===== src/rtl/uart_tx.sv =====
// uart_tx: byte-serial UART transmitter clocked at the baud rate, one-byte holding register, cts/rts flow control.
// Define UART_TX_PARITY_EN to insert one even-parity bit between the data bits and the stop bit(s).
module uart_tx #(
  parameter int unsigned DATA_BITS = 8,
  parameter int unsigned STOP_BITS = 1
) (
  input  logic       clock_115200hz,
  input  logic       reset,
  input  logic [7:0] tx_data,
  input  logic       tx_valid,
  output logic       tx_ready,
  output logic       tx,
  output logic       rts,
  input  logic       cts,
  output logic       busy
);

  localparam int unsigned BYTE_W = 8;
  localparam int unsigned CNT_W  = 4;
  localparam logic [CNT_W-1:0]  LAST_DATA = CNT_W'(DATA_BITS - 1);
  localparam logic [CNT_W-1:0]  LAST_STOP = CNT_W'(STOP_BITS - 1);
  localparam logic [BYTE_W-1:0] DATA_MASK = BYTE_W'((1 << DATA_BITS) - 1);

  typedef enum logic [2:0] {
    IDLE   = 3'd0,
    START  = 3'd1,
    DATA   = 3'd2,
    STOP   = 3'd3
`ifdef UART_TX_PARITY_EN
    ,PARITY = 3'd4
`endif
  } state_t;

  state_t             state_q, state_d;
  logic [BYTE_W-1:0]  hold_q, hold_d;
  logic               hold_valid_q, hold_valid_d;
  logic [BYTE_W-1:0]  shift_q, shift_d;
  logic [CNT_W-1:0]   bit_cnt_q, bit_cnt_d;
  logic               tx_q, tx_d;
  logic               busy_q, busy_d;
  logic               rts_q, rts_d;
  logic               launch;
`ifdef UART_TX_PARITY_EN
  logic               parity_q, parity_d;
`endif

  // State and datapath registers; reset abandons any partial frame and returns the line to mark.
  always_ff @(posedge clock_115200hz or negedge reset) begin
    if (!reset) begin
      state_q      <= IDLE;
      hold_q       <= '0;
      hold_valid_q <= 1'b0;
      shift_q      <= '0;
      bit_cnt_q    <= '0;
      tx_q         <= 1'b1;
      busy_q       <= 1'b0;
      rts_q        <= 1'b0;
`ifdef UART_TX_PARITY_EN
      parity_q     <= 1'b0;
`endif
    end else begin
      state_q      <= state_d;
      hold_q       <= hold_d;
      hold_valid_q <= hold_valid_d;
      shift_q      <= shift_d;
      bit_cnt_q    <= bit_cnt_d;
      tx_q         <= tx_d;
      busy_q       <= busy_d;
      rts_q        <= rts_d;
`ifdef UART_TX_PARITY_EN
      parity_q     <= parity_d;
`endif
    end
  end

  // Next-state, next line value and holding-register handshake.
  always_comb begin
    state_d      = state_q;
    hold_d       = hold_q;
    hold_valid_d = hold_valid_q;
    shift_d      = shift_q;
    bit_cnt_d    = bit_cnt_q;
    tx_d         = tx_q;
    launch       = 1'b0;
`ifdef UART_TX_PARITY_EN
    parity_d     = parity_q;
`endif

    case (state_q)
      IDLE: begin
        tx_d = 1'b1;
        if (hold_valid_q && cts) launch = 1'b1;
      end
      START: begin
        tx_d      = shift_q[0];
        shift_d   = shift_q >> 1;
        bit_cnt_d = '0;
        state_d   = DATA;
      end
      DATA: begin
        if (bit_cnt_q == LAST_DATA) begin
`ifdef UART_TX_PARITY_EN
          tx_d      = parity_q;
          state_d   = PARITY;
`else
          tx_d      = 1'b1;
          bit_cnt_d = '0;
          state_d   = STOP;
`endif
        end else begin
          tx_d      = shift_q[0];
          shift_d   = shift_q >> 1;
          bit_cnt_d = bit_cnt_q + CNT_W'(1);
        end
      end
`ifdef UART_TX_PARITY_EN
      PARITY: begin
        tx_d      = 1'b1;
        bit_cnt_d = '0;
        state_d   = STOP;
      end
`endif
      STOP: begin
        tx_d = 1'b1;
        if (bit_cnt_q == LAST_STOP) begin
          // Back-to-back frames skip IDLE when the next byte is already held.
          if (hold_valid_q && cts) launch = 1'b1;
          else                     state_d = IDLE;
        end else begin
          bit_cnt_d = bit_cnt_q + CNT_W'(1);
        end
      end
      default: begin
        tx_d    = 1'b1;
        state_d = IDLE;
      end
    endcase

    if (launch) begin
      shift_d      = hold_q;
      hold_valid_d = 1'b0;
      tx_d         = 1'b0;
      state_d      = START;
`ifdef UART_TX_PARITY_EN
      parity_d     = ^hold_q;
`endif
    end

    // Accept only while empty, so it can never coincide with a launch.
    if (tx_valid && !hold_valid_q) begin
      hold_d       = tx_data & DATA_MASK;
      hold_valid_d = 1'b1;
    end
  end

  always_comb begin
    busy_d = (state_d != IDLE);
    rts_d  = hold_valid_d | busy_d;
  end

  assign tx       = tx_q;
  assign busy     = busy_q;
  assign rts      = rts_q;
  assign tx_ready = ~hold_valid_q;

endmodule


===== config.mk =====
export PLATFORM = sky130hd
export DESIGN_NAME = uart_tx
export DESIGN_NICKNAME = d
export VERILOG_FILES = /design/src/rtl/uart_tx.sv
export SDC_FILE = /design/constraint.sdc
export NUM_CORES = 1
export LEC_CHECK = 0
export ABC_AREA = 1
export BUFFER_PORTS_ARGS = -buffer_cell sky130_fd_sc_hd__buf_2
export CELL_PAD_IN_SITES_DETAIL_PLACEMENT = 1
export CELL_PAD_IN_SITES_GLOBAL_PLACEMENT = 1
export CORE_MARGIN = 4
export CORE_UTILIZATION = 43
export DETAILED_ROUTE_END_ITERATION = 10
export HOLD_SLACK_MARGIN = 0.12
export PLACE_DENSITY_LB_ADDON = 0.1
export SLEW_MARGIN = 20
export SYNTH_ARGS = -nofsm -noshare
export SYNTH_HDL_FRONTEND = slang
export SYNTH_SLANG_ARGS = --single-unit

===== constraint.sdc =====
create_clock -name clock_115200hz -period 1.7 [get_ports clock_115200hz]
set_input_delay 0 -clock clock_115200hz [delete_from_list [all_inputs] [get_ports clock_115200hz]]
set_output_delay 0 -clock clock_115200hz [all_outputs]
set_load 0.1 [all_outputs]

After elaboration in Yosys (flattened, before gate mapping)
Cells that the tools add are included.
{ "word_totals": {"input_bits": 12, "register_bits": 27, "wordCells": 46, "output_inout_bits": 4} }
{ "op_classes": {"bitwise": 2, "reduce_logical": 10, "n_eq_ne": 6, "add_sub_neg": 1, "mux": 19} }
{ "ops": {"columns": ["operator", "count"], "rows": [
  ["$mux 8", 2],
  ["$pmux 8 s2", 1],
  ["$mux 3", 4],
  ["$pmux 3 s4", 1],
  ["$pmux 4 s3", 1],
  ["$reduce_bool 3->1", 3],
  ["$mux 4", 2],
  ["$eq 3x2->1 const B", 2],
  ["$mux 1", 6],
  ["$add 4x1->4 const B", 1],
  ["$eq 4x3->1 const B", 1],
  ["$logic_not 4->1", 1],
  ["$pmux 1 s2", 2],
  ["$reduce_and 2->1", 2],
  ["$eq 3x1->1 const B", 1],
  ["$logic_not 3->1", 1],
  ["$ne 3x3->1 const B", 1],
  ["$logic_and 1x1->1", 2],
  ["$ne 2x2->1 const B", 1],
  ["$logic_not 1->1", 1],
  ["$not 1->1", 1],
  ["$or 1x1->1", 1]
]} }

Depth between registers and ports, before layout
Gate-level depths: netlist of run 1.
{ "logic_depth": {"word_depth": 7, "ltp_mapped": 9, "ltp_nobuf": 9} }

Least setup slack after synthesis of run 1
Ideal clock, no wire load.
{ "synth_path": {"path_type": "reg2reg", "from": "register hold_valid_q", "to": "register hold_q[0]", "t_required_ns": 1.575, "path_buffers": 1, "t_arrival_ns": 1.605, "period_less_slack_ns": 1.729, "stages_incl_launch_ff": 5, "setup_ns": 0.125, "slack_ns": -0.029, "path_cell_list": "dfrtp_1 -> inv_1 -> nand2_1 -> buf_2 -> mux2_2"} }
{ "synth_between": {"elab_chain_cells": 2} }
{ "synth_rtl": {"columns": ["item", "line_no", "text"], "rows": [
  ["start, declared", "36", "logic hold_valid_q, hold_valid_d;"],
  ["start signal, assigned", "64", "hold_valid_q <= hold_valid_d;"],
  ["$logic_not 1->1", "150", "if (tx_valid && !hold_valid_q) begin"],
  ["$logic_and 1x1->1", "150", null],
  ["end signal, assigned", "63", "hold_q <= hold_d;"],
  ["end, declared", "35", "logic [BYTE_W-1:0] hold_q, hold_d;"]
]} }
Every way passes these cells.
A chain may end at the register's enable or synchronous reset.

Worst setup path in the final report of run 1
{ "layout_path": {"from": "register hold_valid_q", "to": "register hold_q[6]"} }
The elaborated chain is that of the path after synthesis.

==> results of run 1 <==
power by group through the flow:
stage	Clock (uW)	Combinational, uW	Sequential [uW]
CTS	297	910	1020
global route	338	996	1050
floorplan	0	534	1180
finish	286	907	1030
global placement	0	850	1020
detailed placement	0	883	1040
per-layer routing:
| layer | routed length (microns) | up-vias | global-route usage [%] |
|---|---|---|---|
| met2 | 1583 | 20 | 31.82 |
| li1 | - | 506 | - |
| met5 | 0 | - | 0 |
| met1 | 1415 | 505 | 22.81 |
| met3 | 74 | 5 | 2.878 |
| met4 | 38 | 0 | 4.959 |
registers in the layout (all words and copies together), names as in the netlist:
name	cells
rts	1
state_q	3
tx	1
busy	1
hold_q	8
bit_cnt_q	4
shift_q	8
hold_valid_q	1
synthesized netlist by cell type, types with 3 or more instances:
cell type / count
mux2_2: 7
nand2_1: 27
inv_1: 12
o21ai_0: 3
nand4_1: 6
nand3_2: 3
inv_2: 5
nor2_1: 5
dfrtp_1: 26
nand3_1: 19
nor2_2: 4
a21oi_1: 4
worst max-delay path, delay by kind of cell, from the launching register on:
kind,cells,cell delay [ns]
AND/OR/NAND/NOR,2,0.27
AO/OA/AOI/OAI,1,0.11
flip-flops,1,0.45
buffers and inverters,2,0.67
logic make-up (layout without fill, tap and decap cells):
group                    after synthesis  in the layout  share of synthesized area, %
AO/OA/AOI/OAI                         10             10                         4.086
XOR/XNOR                               1              1                        0.6811
adder cells (fa/ha/maj)                2              2                         1.945
buffers and inverters                 18             47                         5.350
flip-flops                            27             27                         52.63
multiplexers                           7              7                         6.129
other                                  1              1                        0.2915
AND/OR/NAND/NOR                       70             70                         28.89
worst paths after layout:
kind / from / depth (start not counted) / endpoint
worst max-delay path: hold_valid_q / 5 / hold_q[6]
worst min-delay path: cts / 7 / state_q[0]
worst max register to register: hold_valid_q / 5 / hold_q[6]
worst min register to register: shift_q[0] / 2 / tx
max in group asynchronous: reset / 2 / rts
min in group asynchronous: reset / 2 / shift_q[2]
cell usage in the layout (no fill, tap or decap):
cell            n
a21oi_1         4
clkinv_2        1
a21boi_0        1
clkbuf_4        3
inv_2           5
buf_2          15
nor2_2          4
xor2_1          1
ha_1            2
inv_1          11
o21ai_1         2
nor2_1          5
dfstp_2         1
nand2_2         3
dfrtp_1        26
clkinvlp_4      1
nand3_4         1
dlygate4sd3_1  11
conb_1          1
nand2_4         2
nand4_1         6
nand3_1        19
o21ai_0         3
nor2_4          1
mux2_2          7
nand3_2         3
nand2_1        26
through the flow:
step	util (%)	area (sq um)	total power (uW)	hold WS, ns	cells
6_report	54.86	1539	2218	0.1301	196
4_1_cts	54.86	1539	2231	0.1307	196
3_5_place_dp	49.96	1401	1922	0.04770	181
2_1_floorplan	-	1292	1709	-0.2956	136
5_1_grt	54.86	1539	2384	0.1406	196
3_3_place_gp	49.96	1401	1871	0.03721	181
timing repair:
| action | in CTS | in global routing |
|---|---|---|
| setup endpoints to repair | 0 | 0 |
| hold buffers | 11 | 0 |
| resized for setup | 0 | 0 |
| hold endpoints to repair | 37 | 0 |
final cells by class:
| class | instances | area [sq um] |
|---|---|---|
| well taps | 31 | 38.79 |
| multi-input cells | 91 | 543.0 |
| clock buffers | 3 | 22.52 |
| repair buffers | 26 | 185.2 |
| inverters | 17 | 67.56 |
| clock inverters | 1 | 5.005 |
| flip-flops and latches | 27 | 676.9 |
| fillers | 327 | 1266 |
==> impl_metrics.py, run 1 <==
metrics = {
    "die": {
        "core-area_sq_um": 2805,
        "initial_core_util_pct": 45.85,
        "num_rows": 19,
        "dieWidth_microns": 62.69,
        "die_area_sq_um": 3930,
        "pin_count": 16,
        "die_y_microns": 62.69,
    },
    "critical_path": {
        "cp.arrival_ns": 1.83,
        "cp.required_ns": 1.98,
        "crit_chain": "clkinvlp_4 -> nand2_2 -> nor2_1 -> dlygate4sd3_1 -> a21oi_1",
        "worst_setup_path_end_kind": "flip-flop",
        "critPathLaunchType": "flip-flop",
        "slowest_stage": "dlygate4sd3_1",
        "crit_fanout": 11,
        "worstSetupPathType": "reg -> reg",
        "max_stage_delay_ns": 0.55,
        "rrSetupSlack_ns": 0.15,
    },
    "worst_hold_path": {
        "hp-class": "in -> reg",
    },
    "timing": {
        "hold_violations": 0,
        "fin_skew_ns": 0.01103,
        "fin_ws_ns": 0.1465,
        "final-setup-viol-count": 0,
        "min_period_ns": 1.554,
        "rsz0062_at_grt": "false",
        "relSlewSlack_pct": 60.72,
        "period_share_pct": 91.38,
        "fmax_ghz": 0.6437,
        "tightestPinTransition_ns": 0.5891,
        "maxSlewViolCount": 0,
        "fin_setup_tns_ns": 0,
    },
    "finish": {
        "syn_to_final_growth_pct": 19.65,
        "final_nets": 180,
        "drive_gt1_share_pct": 28.48,
        "antenna_cells": 0,
    },
    "global_routing": {
        "grt_max_degree": 28,
        "grt_pass1_vias": 1151,
        "grt_pass1_wl_mm": 5.499,
        "grt_usage_pct": 18.06,
        "overflow": 0,
        "antenna_found_initial": 0,
    },
    "drt": {
        "num_vias": 1036,
        "drc": 0,
        "first_pass_iters": 4,
        "wl_per_cell_microns": 15.88,
        "drt-initial-drc-count": 26,
        "finalWirelength_mm": 3.112,
        "vias_per_cell": 5.286,
        "antenna_left": 0,
    },
    "cts": {
        "clkTransAtPathRegs_ns": 0.15,
        "cts_buffers": 3,
        "htreeDepth": 1,
        "cts_max_path_buffers": 2,
        "postCtsSetupBuffers": 0,
        "clock_latency_ns": 0.33,
        "cts_tree": "built",
        "clock_sinks": 27,
        "cts_root_buffer": "clkbuf_4",
    },
    "yosys": {
        "yosys.area.top_type_share_pct": 50.58,
        "seq_area_frac_synth_pct": 52.63,
        "synthCells": 136,
        "synth-edff-count": 0,
        "ys.warnings.count": 0,
        "synthFlopType": "dfrtp_1",
        "postSynth.asyncResetShare_pct": 100.0,
        "synth.avg_cell_area_sq_um": 9.458,
        "yosys.area.top_type": "dfrtp_1",
        "synth-seq-cells": 27,
        "syn-num-nets": 150,
        "synth.distinct_cells": 23,
        "ys_top_cells_by_area": "dfrtp_1, nand2_1, nand3_1, mux2_2, inv_1",
        "synthesis.area_sq_um": 1286,
    },
    "pwr": {
        "power_frac_clock_pct": 12.9,
        "seqPwrFrac_pct": 46.2,
        "p_per_area_nw_per_um2": 1441,
        "irDropWorstVdd_v": 0.001102,
        "comb_power_share_pct": 40.9,
        "p_switching_uw": 972.2,
        "leakagePower_uw": 0.0007606,
        "intPower_uw": 1246,
        "p_sw_share_pct": 43.83,
    },
    "placement": {
        "dpl_worst_slack_ns": 0.1871,
        "dp_hpwl_mm": 2.194,
        "gp_congestion": 0.8102,
        "io_buffer_count": 15,
    },
    "job": {
        "timing.max_cap.violations": 0,
    },
    "run_status": {
        "status": "complete, no violations",
    },
}
Note: power is estimated with default switching activity, not from simulation.
==> inputs of run 2 (changes only) <==
--- a/config.mk
+++ b/config.mk
@@ -10,7 +10,8 @@
 export CELL_PAD_IN_SITES_DETAIL_PLACEMENT = 1
 export CELL_PAD_IN_SITES_GLOBAL_PLACEMENT = 1
 export CORE_MARGIN = 4
-export CORE_UTILIZATION = 43
+export CORE_UTILIZATION = 45
+export CTS_BUF_LIST = sky130_fd_sc_hd__clkbuf_2
 export DETAILED_ROUTE_END_ITERATION = 10
 export HOLD_SLACK_MARGIN = 0.12
 export PLACE_DENSITY_LB_ADDON = 0.1
==> run 2 against run 1 <==
  * Count of clock-buffer cells in the layout is the same
  * Sequential cell count is the same
  * Register-to-register slack barely moved
  * Worst hold slack worse by 0.014 ns
  * Global-route usage rose by 0.60 points
  * Combinational power rose by 1%
  * Core utilization is 1.8 points higher
  * Non-clock buffer count up 2
  * Clock skew decreased by 0.0012 ns
  * First-iteration DRC count shrank 38%
==> impl_metrics.py, run 2 (synthesized netlist as in run 1, its figures left out) <==
metrics = {
    "drt": {
        "finalWirelength_mm": 2.823,
        "drt-met1-wl_mm": 1.401,
        "num_vias": 1022,
        "vias_per_cell": 5.162,
        "routed.top_layer": "met4",
        "drc": 0,
        "wl_per_cell_microns": 14.26,
        "antenna_left": 0,
        "route.met3.wl_microns": 95,
        "dr_wl_met2_mm": 1.276,
        "drt-initial-drc-count": 16,
        "first_pass_iters": 4,
    },
    "finish": {
        "antenna_cells": 0,
        "layoutNonFillerInstCount": 198,
        "reg_top3": "hold_q: 8 flops, shift_q: 8 flops, bit_cnt_q: 4 flops",
        "fill_cells": 305,
        "mostFrequentLayoutCells": "nand2_1, dfrtp_1, nand3_1",
        "final_nets": 182,
        "drive_gt1_share_pct": 28.74,
        "finish.instance_area_sq_um": 1549,
        "syn_to_final_growth_pct": 20.43,
    },
    "cts": {
        "clock_sinks": 27,
        "clock_latency_ns": 0.37,
        "cts_resized": 0,
        "cts_buffers": 3,
        "cts_tree": "built",
        "clkTransAtPathRegs_ns": 0.26,
        "cts_max_path_buffers": 2,
        "htreeDepth": 1,
        "cts_root_buffer": "clkbuf_2",
    },
    "die": {
        "pin_count": 16,
        "dieWidth_microns": 61.47,
        "initial_core_util_pct": 47.05,
        "die_y_microns": 61.47,
        "num_rows": 19,
        "die_area_sq_um": 3778,
        "core-area_sq_um": 2734,
    },
    "pwr": {
        "p_per_area_nw_per_um2": 1408,
        "leakagePower_uw": 0.0007681,
        "irDropWorstVdd_v": 0.001049,
    },
    "global_routing": {
        "overflow": 0,
        "grt_max_degree": 28,
        "grt_pass1_vias": 1120,
        "grt_usage_pct": 18.66,
        "antenna_found_initial": 0,
        "grt_pass1_wl_mm": 5.195,
    },
    "timing": {
        "min_period_ns": 1.556,
        "period_share_pct": 91.55,
        "fmax_ghz": 0.6425,
        "maxSlewViolCount": 0,
        "relSlewSlack_pct": 60.31,
        "hold_violations": 0,
        "whs_ns": 0.1160,
        "fin_setup_tns_ns": 0,
        "fin_ws_ns": 0.1436,
        "fin_skew_ns": 0.009830,
        "final-setup-viol-count": 0,
        "tightestPinTransition_ns": 0.5954,
    },
    "placement": {
        "dpl_worst_slack_ns": 0.1913,
        "placed_cells": 181,
        "dpl_cell_area_sq_um": 1401,
        "io_buffer_count": 15,
        "gp_congestion": 0.8079,
        "dp_hpwl_mm": 2.100,
    },
    "critical_path": {
        "worst_setup_path_end_kind": "flip-flop",
        "worstSetupPathType": "reg -> reg",
        "cp.arrival_ns": 1.87,
        "cp.required_ns": 2.01,
        "critPathLaunchType": "flip-flop",
        "crit_fanout": 11,
    },
    "job": {
        "timing.max_cap.violations": 0,
    },
    "worst_hold_path": {
        "hp-class": "in -> async",
    },
    "run_status": {
        "status": "complete, no violations",
    },
}
==> run 2: cell count changes in the layout (fill, tap and decap cells not counted), sizes merged <==
| cell | previous run | this run |
|---|---|---|
| buf | 15 | 16 |
| dlygate4sd3 | 11 | 12 |
==> run 2: path summary, 6_finish.rpt <==
path                           startpoint          to  slack (ns)  cells past startpoint
max                          hold_valid_q   hold_q[6]        0.14                      5
min                                 reset  state_q[2]        0.12                      2
max reg2reg                  hold_valid_q   hold_q[6]        0.14                      5
min reg2reg                    shift_q[0]          tx        0.52                      2
max in group asynchronous           reset          tx        1.19                      2
min in group clock_115200hz    tx_data[3]   hold_q[3]        0.39                      3
==> run 2: timing repair <==
| item | 4_1_cts | 5_1_grt |
|---|---|---|
| endpoints found under the setup margin | 0 | 1 |
| setup buffers | 0 | 1 |
| endpoints found under the hold margin | 39 | 0 |
| hold buffers | 12 | 0 |
==> run 2: layout make-up <==
cell class              count  area [sq um]  area share [%]
clock inverters             1         5.005          0.3231
clock buffers               3         15.01          0.9693
inverters                  17         67.56           4.362
multi-input cells          91         543.0           35.06
well taps                  31         38.79           2.504
repair buffers             28         202.7           13.09
flip-flops and latches     27         676.9           43.70
==> run 2: metal layers <==
layer	GRT usage, %	vias up
met5	0	-
met4	7.879	0
met3	2.516	5
met2	29.61	19
met1	25.62	491
li1	-	507
==> run 2: power breakdown <==
part	switching [uW]	internal [uW]
sequential	137	877
clock	195	53.4
combinational	626	293
total	958	1220
==> run 2: through the flow <==
stage	util, %	power [uW]
floorplan	-	1709
detailed placement	51.26	1910
finish	56.66	2181
global route	56.66	2349
CTS	56.38	2181
global placement	51.26	1877
==> run 2: critical path: stages, from the launching register on <==
cell and delay [ns]:
dfrtp_1 0.45, clkinvlp_4 0.11, nand2_2 0.21, nor2_1 0.07, dlygate4sd3_1 0.55, a21oi_1 0.11
==> inputs of run 3 (changes only) <==
==> constraint.sdc (replaced) <==
create_clock -name clock_115200hz -period 1.7 [get_ports clock_115200hz]
set_input_delay 0.085 -clock clock_115200hz [delete_from_list [all_inputs] [get_ports clock_115200hz]]
set_output_delay 0.085 -clock clock_115200hz [all_outputs]
set_load 0.1 [all_outputs]
==> run 3 against run 2 <==
  * Sequential share of layout area increased by 0.50 points
  * Final area decreased by 1.1%
  * Core utilization decreased by 0.64 points
  * Critical path depth unchanged
  * Combinational power decreased by 0.9%
  * Via count decreased by 0.49%
  * Wire length about the same
  * Largest power group unchanged
==> impl_metrics.py, run 3 (synthesized netlist as in run 1, its figures left out) <==
metrics = {
    "cts": {
        "clkTransAtPathRegs_ns": 0.25,
        "clock_sinks": 27,
        "clock_latency_ns": 0.36,
        "cts_buffers": 3,
        "cts_root_buffer": "clkbuf_2",
        "cts_tree": "built",
        "cts_max_path_buffers": 2,
        "htreeDepth": 1,
    },
    "run_status": {
        "status": "complete, no violations",
    },
    "timing": {
        "rsz0062_at_grt": "false",
        "hold_violations": 0,
        "min_period_ns": 1.570,
        "period_share_pct": 92.38,
        "final-setup-viol-count": 0,
        "fin_setup_tns_ns": 0,
        "relSlewSlack_pct": 61.02,
        "tightestPinTransition_ns": 0.5847,
        "fin_skew_ns": 0.009073,
        "whs_ns": 0.1845,
        "fmax_ghz": 0.6368,
        "maxSlewViolCount": 0,
    },
    "critical_path": {
        "cp.required_ns": 2.02,
        "critPathLaunchType": "flip-flop",
        "crit_fanout": 11,
        "rr_worst_depth": 5,
        "slowest_stage": "dlygate4sd3_1",
        "rrSetupSlack_ns": 0.13,
        "cp.arrival_ns": 1.89,
        "max_stage_delay_ns": 0.55,
        "worstSetupPathType": "reg -> reg",
        "worst_setup_path_end_kind": "flip-flop",
        "r2r_start": "hold_valid_q",
        "r2r-end": "hold_q[6]",
        "crit_chain": "clkinvlp_4 -> nand2_2 -> nor2_1 -> a21oi_1 -> dlygate4sd3_1",
    },
    "die": {
        "die_area_sq_um": 3778,
        "core-area_sq_um": 2734,
        "num_rows": 19,
        "die_y_microns": 61.47,
        "initial_core_util_pct": 47.05,
        "dieWidth_microns": 61.47,
        "pin_count": 16,
    },
    "placement": {
        "io_buffer_count": 15,
        "dp_hpwl_mm": 2.100,
        "gp_congestion": 0.8079,
    },
    "worst_hold_path": {
        "hold_path_end": "state_q[0]",
        "whs_path_depth": 7,
        "hp-class": "in -> reg",
        "worstHoldStart": "cts",
    },
    "drt": {
        "vias_per_cell": 5.189,
        "drt-initial-drc-count": 11,
        "num_vias": 1017,
        "antenna_left": 0,
        "wl_per_cell_microns": 14.41,
        "first_pass_iters": 3,
        "drc": 0,
        "finalWirelength_mm": 2.825,
    },
    "global_routing": {
        "grt_usage_pct": 18.66,
        "met2_usage_pct": 29.61,
        "use_met3_pct": 2.516,
        "grt_util_met1_pct": 25.62,
        "grt_max_degree": 28,
        "overflow": 0,
        "busiest_layer": "met2",
        "antenna_found_initial": 0,
        "grt_pass1_vias": 1117,
        "grt_pass1_wl_mm": 5.175,
    },
    "finish": {
        "antenna_cells": 0,
        "drive_gt1_share_pct": 28.48,
        "mostFrequentLayoutCells": "nand2_1, dfrtp_1, nand3_1",
        "final_nets": 180,
        "reg_top3": "hold_q: 8 flops, shift_q: 8 flops, bit_cnt_q: 4 flops",
        "syn_to_final_growth_pct": 19.07,
    },
    "pwr": {
        "comb_power_share_pct": 41.9,
        "power_frac_clock_pct": 11.3,
        "leakagePower_uw": 0.0007562,
        "seqPwrFrac_pct": 46.8,
        "p_sw_share_pct": 43.86,
        "intPower_uw": 1220,
        "p_switching_uw": 953.3,
        "irDropWorstVdd_v": 0.001049,
        "p_per_area_nw_per_um2": 1419,
    },
    "job": {
        "timing.max_cap.violations": 0,
    },
}
## run 3: worst max path at each step
stage	start	endpoint	slack (ns)	depth (start not counted)
2_1_floorplan	hold_valid_q	hold_q[0]	0.02	4
3_3_place_gp	bit_cnt_q[0]	shift_q[6]	0.27	9
3_5_place_dp	bit_cnt_q[0]	shift_q[6]	0.19	9
4_1_cts	hold_valid_q	hold_q[6]	0.12	5
5_1_grt	bit_cnt_q[0]	shift_q[6]	0.005	9
6_report	hold_valid_q	hold_q[6]	0.13	5
## run 3: worst max-delay path, delay by kind of cell, from the launching register on
family / cells / cell delay (ns)
buf+inv: 2 / 0.68
flops: 1 / 0.48
compound gates: 1 / 0.10
simple gates: 2 / 0.27
## run 3: cell type report
| type | instances | area (sq um) |
|---|---|---|
| Clock buffer | 3 | 15.01 |
| Clock inverter | 1 | 5.005 |
| Fill cell | 306 | 1202 |
| Inverter | 17 | 67.56 |
| Multi-Input combinational cell | 91 | 543.0 |
| Sequential cell | 27 | 676.9 |
| Tap cell | 31 | 38.79 |
| Timing Repair Buffer | 26 | 185.2 |
## run 3: stage by stage
step / area (sq um) / setup slack [ns] / std cells / power, uW / util [%]
after floorplan: 1292 / 0.02142 / 136 / 1709 / -
after global placement: 1401 / 0.2679 / 181 / 1877 / 51.26
after detailed placement: 1401 / 0.1913 / 181 / 1910 / 51.26
after CTS: 1531 / 0.1178 / 196 / 2192 / 56.02
after global routing: 1531 / 0.005101 / 196 / 2342 / 56.02
final: 1531 / 0.1296 / 196 / 2173 / 56.02
## run 3: power groups by stage
stage	combinational (uW)	sequential, uW	clock (uW)
floorplan	534	1180	0
global placement	852	1020	0
detailed placement	878	1030	0
CTS	915	1020	260
global route	1010	1050	282
finish	911	1020	246
## run 3: repair_timing
item / CTS / global route
hold buffers: 11 / 0
hold endpoints to repair: 37 / 0
setup buffers: 0 / 0
resized for setup: 0 / 0
## run 3: metal layers
metal	vias to the layer above	part of all wire [%]
li1	502	-
met1	491	50
met2	17	46
met3	7	2.5
met4	0	2.0
met5	-	0
